**src/rtl/mw_pkg.sv**
```systemverilog
// Shared opcodes, FSM state encoding and default geometry for the Microwire
// 93C46-class responder.
package mw_pkg;

   localparam int MW_ADDR_W    = 6;
   localparam int MW_DATA_W    = 16;
   localparam int MW_WR_CYCLES = 1000;

   localparam logic [1:0] OP_READ  = 2'b10;
   localparam logic [1:0] OP_WRITE = 2'b01;
   localparam logic [1:0] OP_ERASE = 2'b11;
   localparam logic [1:0] OP_EXT   = 2'b00;

   localparam logic [1:0] SUB_EWEN = 2'b11;
   localparam logic [1:0] SUB_EWDS = 2'b00;
   localparam logic [1:0] SUB_ERAL = 2'b10;
   localparam logic [1:0] SUB_WRAL = 2'b01;

   typedef enum logic [2:0] {
      IDLE   = 3'd0,
      CMD    = 3'd1,
      RDATA  = 3'd2,
      WDATA  = 3'd3,
      EXEC   = 3'd4,
      BUSY   = 3'd5,
      WAITCS = 3'd6
   } mw_state_e;

   typedef enum logic [1:0] {
      XOP_WRITE = 2'd0,
      XOP_ERASE = 2'd1,
      XOP_ERAL  = 2'd2,
      XOP_WRAL  = 2'd3
   } mw_xop_e;

endpackage

```
**src/rtl/mw_eeprom_responder_sync.sv**
```systemverilog
// Two-flop synchronizer for one asynchronous Microwire pin, plus a
// rising-edge pulse on the synchronized level.
module mw_sync_edge
   import mw_pkg::*;
(
   input  logic clk_i,
   input  logic rst_n_i,
   input  logic d_i,
   output logic q_o,
   output logic rise_o
);

   logic meta_q;
   logic sync_q;
   logic prev_q;

   // Synchronizer chain plus one delayed copy for edge detection.
   always_ff @(posedge clk_i) begin
      if (!rst_n_i) begin
         meta_q <= 1'b0;
         sync_q <= 1'b0;
         prev_q <= 1'b0;
      end else begin
         meta_q <= d_i;
         sync_q <= meta_q;
         prev_q <= sync_q;
      end
   end

   assign q_o    = sync_q;
   assign rise_o = sync_q & ~prev_q;

endmodule

```
**src/rtl/mw_eeprom_responder.sv**
```systemverilog
// Microwire 93C46-class EEPROM responder: command decode, write-enable latch,
// self-timed busy. Define MW_SEQREAD_EN for sequential (auto-increment) reads.
module mw_eeprom_responder
   import mw_pkg::*;
#(
   parameter int ADDR_W    = MW_ADDR_W,
   parameter int DATA_W    = MW_DATA_W,
   parameter int WR_CYCLES = MW_WR_CYCLES
) (
   input  logic clk,
   input  logic rst_n,
   input  logic mw_cs,
   input  logic mw_sk,
   input  logic mw_di,
   output logic mw_do,
   output logic mw_do_oe,
   output logic busy
);

   localparam int CMD_BITS = ADDR_W + 2;
   localparam int CNT_MAX  = (CMD_BITS > DATA_W) ? CMD_BITS : DATA_W;
   localparam int CNT_W    = $clog2(CNT_MAX + 1);
   localparam int BCNT_W   = $clog2(WR_CYCLES + 1);

   localparam logic [CNT_W-1:0]  CMD_LAST  = CNT_W'(CMD_BITS - 1);
   localparam logic [CNT_W-1:0]  DATA_LAST = CNT_W'(DATA_W - 1);
   localparam logic [CNT_W-1:0]  DATA_DONE = CNT_W'(DATA_W);
   localparam logic [BCNT_W-1:0] BUSY_LAST = BCNT_W'(WR_CYCLES - 1);

   logic cs_s, di_s, sk_rise_s;
   logic sk_lvl_unused_s, cs_rise_unused_s, di_rise_unused_s;

   mw_sync_edge u_sync_cs (.clk_i(clk), .rst_n_i(rst_n), .d_i(mw_cs), .q_o(cs_s),            .rise_o(cs_rise_unused_s));
   mw_sync_edge u_sync_sk (.clk_i(clk), .rst_n_i(rst_n), .d_i(mw_sk), .q_o(sk_lvl_unused_s), .rise_o(sk_rise_s));
   mw_sync_edge u_sync_di (.clk_i(clk), .rst_n_i(rst_n), .d_i(mw_di), .q_o(di_s),            .rise_o(di_rise_unused_s));

   mw_state_e           state_q, state_d;
   mw_xop_e             xop_q, xop_d;
   logic [CNT_W-1:0]    bitcnt_q, bitcnt_d;
   logic [CMD_BITS-2:0] shift_q, shift_d;
   logic [ADDR_W-1:0]   addr_q, addr_d;
   logic [DATA_W-1:0]   data_q, data_d;
   logic [BCNT_W-1:0]   bcnt_q, bcnt_d;
   logic                armed_q, armed_d;
   logic                wen_q, wen_d;
   logic                status_q, status_d;
   logic                do_q, do_d;
   logic                oe_q, oe_d;
   logic                busy_q, busy_d;
   logic                mem_we_s;

   logic [DATA_W-1:0]   mem_q [2**ADDR_W];

   logic [CMD_BITS-1:0] cmd_full_s;
   logic [1:0]          cmd_op_s;
   logic [ADDR_W-1:0]   cmd_addr_s;
   logic [1:0]          cmd_sub_s;
   logic [DATA_W-1:0]   rd_word_s;
   logic                bulk_s;
   logic [DATA_W-1:0]   wr_word_s;

   // The final address bit is still on di_s, so decode sees the complete command.
   assign cmd_full_s = {shift_q, di_s};
   assign cmd_op_s   = cmd_full_s[CMD_BITS-1 -: 2];
   assign cmd_addr_s = cmd_full_s[ADDR_W-1:0];
   assign cmd_sub_s  = cmd_addr_s[ADDR_W-1 -: 2];
   assign rd_word_s  = mem_q[cmd_addr_s];
   assign bulk_s     = (xop_q == XOP_ERAL) || (xop_q == XOP_WRAL);
   assign wr_word_s  = ((xop_q == XOP_ERASE) || (xop_q == XOP_ERAL)) ? {DATA_W{1'b1}} : data_q;

`ifdef MW_SEQREAD_EN
   logic [ADDR_W-1:0] nxt_addr_s;
   logic [DATA_W-1:0] nxt_word_s;
   assign nxt_addr_s = addr_q + 1'b1;
   assign nxt_word_s = mem_q[nxt_addr_s];
`endif

   // Next-state and output decode for the command FSM.
   always_comb begin
      state_d  = state_q;
      xop_d    = xop_q;
      bitcnt_d = bitcnt_q;
      shift_d  = shift_q;
      addr_d   = addr_q;
      data_d   = data_q;
      bcnt_d   = bcnt_q;
      armed_d  = armed_q;
      wen_d    = wen_q;
      status_d = status_q;
      do_d     = do_q;
      oe_d     = oe_q;
      busy_d   = busy_q;
      mem_we_s = 1'b0;
      case (state_q)
         IDLE: begin
            if (!cs_s) begin
               oe_d = 1'b0;
               do_d = 1'b0;
            end else if (sk_rise_s && di_s) begin
               state_d  = CMD;
               bitcnt_d = '0;
               status_d = 1'b0;
               armed_d  = 1'b0;
               oe_d     = 1'b0;
               do_d     = 1'b0;
            end else begin
               oe_d = status_q;
               do_d = status_q;
            end
         end
         CMD: begin
            if (!cs_s) begin
               state_d = IDLE;
               oe_d    = 1'b0;
               do_d    = 1'b0;
            end else if (sk_rise_s) begin
               shift_d  = cmd_full_s[CMD_BITS-2:0];
               bitcnt_d = bitcnt_q + 1'b1;
               if (bitcnt_q == CMD_LAST) begin
                  bitcnt_d = '0;
                  addr_d   = cmd_addr_s;
                  case (cmd_op_s)
                     OP_READ: begin
                        state_d = RDATA;
                        oe_d    = 1'b1;
                        do_d    = 1'b0;
                        data_d  = rd_word_s;
                     end
                     OP_WRITE: begin
                        state_d = WDATA;
                        xop_d   = XOP_WRITE;
                     end
                     OP_ERASE: begin
                        state_d = WAITCS;
                        xop_d   = XOP_ERASE;
                        armed_d = 1'b1;
                     end
                     OP_EXT: begin
                        case (cmd_sub_s)
                           SUB_EWEN: begin
                              wen_d   = 1'b1;
                              state_d = WAITCS;
                           end
                           SUB_EWDS: begin
                              wen_d   = 1'b0;
                              state_d = WAITCS;
                           end
                           SUB_ERAL: begin
                              state_d = WAITCS;
                              xop_d   = XOP_ERAL;
                              armed_d = 1'b1;
                           end
                           default: begin
                              state_d = WDATA;
                              xop_d   = XOP_WRAL;
                           end
                        endcase
                     end
                     default: state_d = IDLE;
                  endcase
               end else begin
                  addr_d = addr_q;
               end
            end else begin
               shift_d = shift_q;
            end
         end
         RDATA: begin
            if (!cs_s) begin
               state_d = IDLE;
               oe_d    = 1'b0;
               do_d    = 1'b0;
            end else if (sk_rise_s) begin
               if (bitcnt_q != DATA_DONE) begin
                  do_d     = data_q[DATA_W-1];
                  data_d   = {data_q[DATA_W-2:0], 1'b0};
                  bitcnt_d = bitcnt_q + 1'b1;
               end else begin
`ifdef MW_SEQREAD_EN
                  // Next word follows immediately: its MSB replaces the dummy slot.
                  addr_d   = nxt_addr_s;
                  do_d     = nxt_word_s[DATA_W-1];
                  data_d   = {nxt_word_s[DATA_W-2:0], 1'b0};
                  bitcnt_d = {{(CNT_W-1){1'b0}}, 1'b1};
`else
                  do_d    = 1'b0;
                  state_d = WAITCS;
`endif
               end
            end else begin
               do_d = do_q;
            end
         end
         WDATA: begin
            if (!cs_s) begin
               state_d = IDLE;
               oe_d    = 1'b0;
               do_d    = 1'b0;
            end else if (sk_rise_s) begin
               data_d   = {data_q[DATA_W-2:0], di_s};
               bitcnt_d = bitcnt_q + 1'b1;
               if (bitcnt_q == DATA_LAST) begin
                  state_d = WAITCS;
                  armed_d = 1'b1;
               end else begin
                  armed_d = 1'b0;
               end
            end else begin
               data_d = data_q;
            end
         end
         WAITCS: begin
            if (!cs_s) begin
               state_d = armed_q ? EXEC : IDLE;
               oe_d    = 1'b0;
               do_d    = 1'b0;
            end else begin
               state_d = WAITCS;
            end
         end
         EXEC: begin
            armed_d = 1'b0;
            oe_d    = 1'b0;
            do_d    = 1'b0;
            if (wen_q) begin
               mem_we_s = 1'b1;
               bcnt_d   = '0;
               busy_d   = 1'b1;
               state_d  = BUSY;
            end else begin
               state_d = IDLE;
            end
         end
         BUSY: begin
            oe_d = cs_s;
            do_d = 1'b0;
            if (bcnt_q == BUSY_LAST) begin
               bcnt_d   = '0;
               busy_d   = 1'b0;
               status_d = 1'b1;
               state_d  = IDLE;
            end else begin
               bcnt_d = bcnt_q + 1'b1;
            end
         end
         default: begin
            state_d = IDLE;
            oe_d    = 1'b0;
            do_d    = 1'b0;
         end
      endcase
   end

   // Control and output registers.
   always_ff @(posedge clk) begin
      if (!rst_n) begin
         state_q  <= IDLE;
         xop_q    <= XOP_WRITE;
         bitcnt_q <= '0;
         shift_q  <= '0;
         addr_q   <= '0;
         data_q   <= '0;
         bcnt_q   <= '0;
         armed_q  <= 1'b0;
         wen_q    <= 1'b0;
         status_q <= 1'b0;
         do_q     <= 1'b0;
         oe_q     <= 1'b0;
         busy_q   <= 1'b0;
      end else begin
         state_q  <= state_d;
         xop_q    <= xop_d;
         bitcnt_q <= bitcnt_d;
         shift_q  <= shift_d;
         addr_q   <= addr_d;
         data_q   <= data_d;
         bcnt_q   <= bcnt_d;
         armed_q  <= armed_d;
         wen_q    <= wen_d;
         status_q <= status_d;
         do_q     <= do_d;
         oe_q     <= oe_d;
         busy_q   <= busy_d;
      end
   end

   // Storage array: committed only from EXEC and deliberately not reset.
   always_ff @(posedge clk) begin
      for (int i = 0; i < 2**ADDR_W; i++) begin
         if (mem_we_s && (bulk_s || (ADDR_W'(i) == addr_q))) begin
            mem_q[i] <= wr_word_s;
         end
      end
   end

   assign mw_do    = do_q;
   assign mw_do_oe = oe_q;
   assign busy     = busy_q;

endmodule

```
**config.mk**
```make
export PLATFORM = sky130hd
export DESIGN_NAME = mw_eeprom_responder
export DESIGN_NICKNAME = d
export VERILOG_FILES = /design/src/rtl/mw_pkg.sv /design/src/rtl/mw_eeprom_responder_sync.sv /design/src/rtl/mw_eeprom_responder.sv
export SDC_FILE = /design/constraint.sdc
export NUM_CORES = 1
export LEC_CHECK = 0
export CAP_MARGIN = 20
export CORE_MARGIN = 1.5
export CORE_UTILIZATION = 35
export DETAILED_ROUTE_END_ITERATION = 7
export GPL_ROUTABILITY_DRIVEN = 0
export SYNTH_ARGS = -nofsm -noshare
export SYNTH_HDL_FRONTEND = slang
export SYNTH_SLANG_ARGS = --single-unit
export TNS_END_PERCENT = 30
```
**constraint.sdc**
```tcl
create_clock -name clk -period 7.9 [get_ports clk]
set_input_delay 0.79 -clock clk [delete_from_list [all_inputs] [get_ports clk]]
set_output_delay 0.79 -clock clk [all_outputs]
set_load 0.03 [all_outputs]
```
==> results.md <==
* Worst Skew at 0.0260 ns
* Die Y-Extent at 354 um
* Clk_lat worst skew at 0.68 ns
* WL final at 108000 um
* Worst slew pin tran at 1.08 ns
* Warnings, synthesis at 0
* Post-synthesis sequential area ratio at 0.744
* Period minus WS final at 3.65 ns
* WL per Instance at 26.4 um
* DRT antenna net count at 0
* R2R cell count at 6
* Crit end category: flip-flop
* GRT overflow at 0
* Die area at 0.125 mm^2
* Util after Layout at 0.401
* Clock slew at reported path FFs at 0.06 ns
* Hold depth at 1
* R2r endpoint: data_q[3]
* Fill count at 10.7k
* Core footprint at 0.122 mm^2
* I/O pins at 8
* #FFs+latches synth at 1086
* Peak VDD IR at 0.172 mV
* Worst reg2reg setup slack at 4.25 ns
* First-pass GRT wire length at 158000 um
* Max frequency at 274 MHz
* Initial Util at 0.353
* Worst-path maximum fanout at 136
* Count of final hold-check violations at 0
* Critical Path Start Type: flip-flop
* Synthesized area per cell at 18.7 um^2
* Post-CTS Hold Fix Bufs at 0
* H-tree level count at 3
* Library cells used by synthesis at 67
* P&R area growth vs syn at 13.6%
* Adder-Cell Fraction of Synth Area at 0.00407
* DP Worst Slack at 4.26 ns
* PwrDens at 233 mW/mm^2
* Hold Path Class: flip-flop to flip-flop
* Slew Limit Fails at 0
* Largest family of logic cells by synthesized area: multiplexers
* Most common cell after layout, fill and taps aside: edfxtp_1
* Largest net degree at the start of global routing at 137
* Vias in the first global route at 22.7k
* Max-Cap Viols at 0
* Synth Cell Area at 0.0430 mm^2
* # diodes at 0
* Die W at 354 um
* CP Data Required Time at 8.45 ns
* Clock tree buffer depth at 3
* Total power at 11.4 mW
* CTS tree: yes
* Worst Path Arrival at 4.20 ns
* WHS Endpoint: u_sync_cs.q_o
* CTS root buf: clkbuf_16
* Async set-reset flop share out of synthesis at 0
* Worst Hold Slack at 0.436 ns
* Critical path type: flip-flop to flip-flop
* Syn Nets at 2314
* Synth Instances at 2295
* Post-synth EDFFs at 1024
* Worst relative slew slack at 0.278
* DR DRC count at 0
* XOR/XNOR Fraction of Synth Area at 0.000204
* Post-CTS setup repair buffer count at 0
* Setup TNS at 0 ns
* All-layer global routing usage at 0.171
* Worst setup margin at 4.25 ns
* Final #Nets at 2391
* Period utilisation layout at 0.462
* Clk sink count at 1086
* Status: finished, final reports clean
* Via density at 5.52
* Post-CTS sizing at 0
* Initial antenna violation count at 0
* # rows at 128
* Synth Area in Compound Gates at 0.0609
* Inserted Clock Buffers at 111
* Port buffer count at 7
* Synth Flop Type: edfxtp_1
* Layout cells sized above 1 at 0.238
* LEAKAGE at 15.2 nW
* Startpoint of the worst hold path: u_sync_cs.meta_q
* FF-to-FF Start: shift_q[1]
* DR iter-0 viols at 2777
* Simple-Gate Fraction of Synth Area at 0.0428
* Final setup viols at 0
* Pre-antenna DRT Iters at 6
* Via count at 22.6k
* Detailed placement HPWL at 62200 um
* Mux cell area share after synthesis at 0.130
* Commonest non-fill, non-tap cells in the layout: edfxtp_1 (1024), mux4_2 (228), nand2_1 (161)
* Unrepaired setup endpoints after global routing: no
==> metrics by stage <==
stage | cell area (um^2) | std cells
6_report | 48900 | 4090
5_1_grt | 48900 | 4090
4_1_cts | 48800 | 4087
3_5_place_dp | 45300 | 3881
3_3_place_gp | 45300 | 3879
2_1_floorplan | 43000 | 2295
==> synthesized netlist by cell type, drive strengths merged (15+ instances only) <==
library cell,instances,share of area
a21oi,113,0.013
nor2,81,0.0071
inv,15,0.0013
nor2b,42,0.0063
o21ai,20,0.0024
a211oi,30,0.0052
nand2b,26,0.0038
mux4,228,0.12
o22ai,16,0.0023
clkbuf,72,0.0063
a221oi,15,0.0032
nand2,161,0.014
mux2,31,0.0081
a2111oi,16,0.0052
a21boi,15,0.0026
edfxtp,1024,0.71
o211ai,17,0.0030
buf,74,0.011
dfxtp,62,0.029
a22oi,103,0.018
nor4,15,0.0022
==> kinds of logic (layout without fill, tap and decap cells) <==
group                    after synthesis  count (layout)
buffers and inverters                162             332
AO/OA/AOI/OAI                        372             372
multiplexers                         271             271
adder cells (fa/ha/maj)               14              14
flip-flops                          1086            1086
AND/OR/NAND/NOR                      389             389
XOR/XNOR                               1               1
==> power by group <==
part           internal (mW)  leakage, nW  switching [mW]
combinational         0.0613         3.51          0.0677
clock                   2.91         1.73            2.14
sequential              6.20         9.99         0.00831
==> area by class of cell <==
type / count / area [um^2] / area share
clock inverter: 66 / 543 / 0.0111
clock buffer: 140 / 2970 / 0.0607
inverter: 16 / 60.1 / 0.00123
timing repair buffer: 110 / 913 / 0.0187
multi-input combinational: 1047 / 10400 / 0.212
sequential: 1086 / 32000 / 0.655
tap: 1625 / 2030 / 0.0416
==> worst max-delay path by stage <==
| stage | cells past startpoint | slack [ns] | from | end |
|---|---|---|---|---|
| after floorplan | 7 | 5.20 | state_q[0] | mem_q[29][0] |
| after global placement | 6 | 4.24 | shift_q[1] | data_q[9] |
| after detailed placement | 6 | 4.26 | u_sync_di.q_o | data_q[9] |
| after CTS | 6 | 4.26 | shift_q[1] | data_q[0] |
| after global routing | 6 | 4.11 | shift_q[1] | data_q[3] |
| final | 6 | 4.25 | shift_q[1] | data_q[3] |
==> worst max-delay path, cell delays in order, from the launching register on <==
cell and delay (ns):
dfxtp_4 0.96, buf_12 0.59, mux4_2 0.42, a22oi_1 0.49, nand2_1 0.32, a22oi_1 0.27, a21oi_1 0.10
==> routing by layer <==
metal | vias to the layer above | routed length (um) | GRT usage
met2 | 915 | 53100 | 0.284
li1 | 9544 | - | -
met3 | 144 | 7500 | 0.0255
met1 | 11958 | 45000 | 0.234
met5 | - | 0 | 0
met4 | 0 | 2330 | 0.0473
==> state kept, by name (all words and copies together) (netlist names), 2 cells and up <==
signal and flops:
xop_q 2, bcnt_q 10, data_q 16, state_q 3, addr_q 6, shift_q 7
mem_q 1024, bitcnt_q 5
Power figures use the tool's default switching activity.
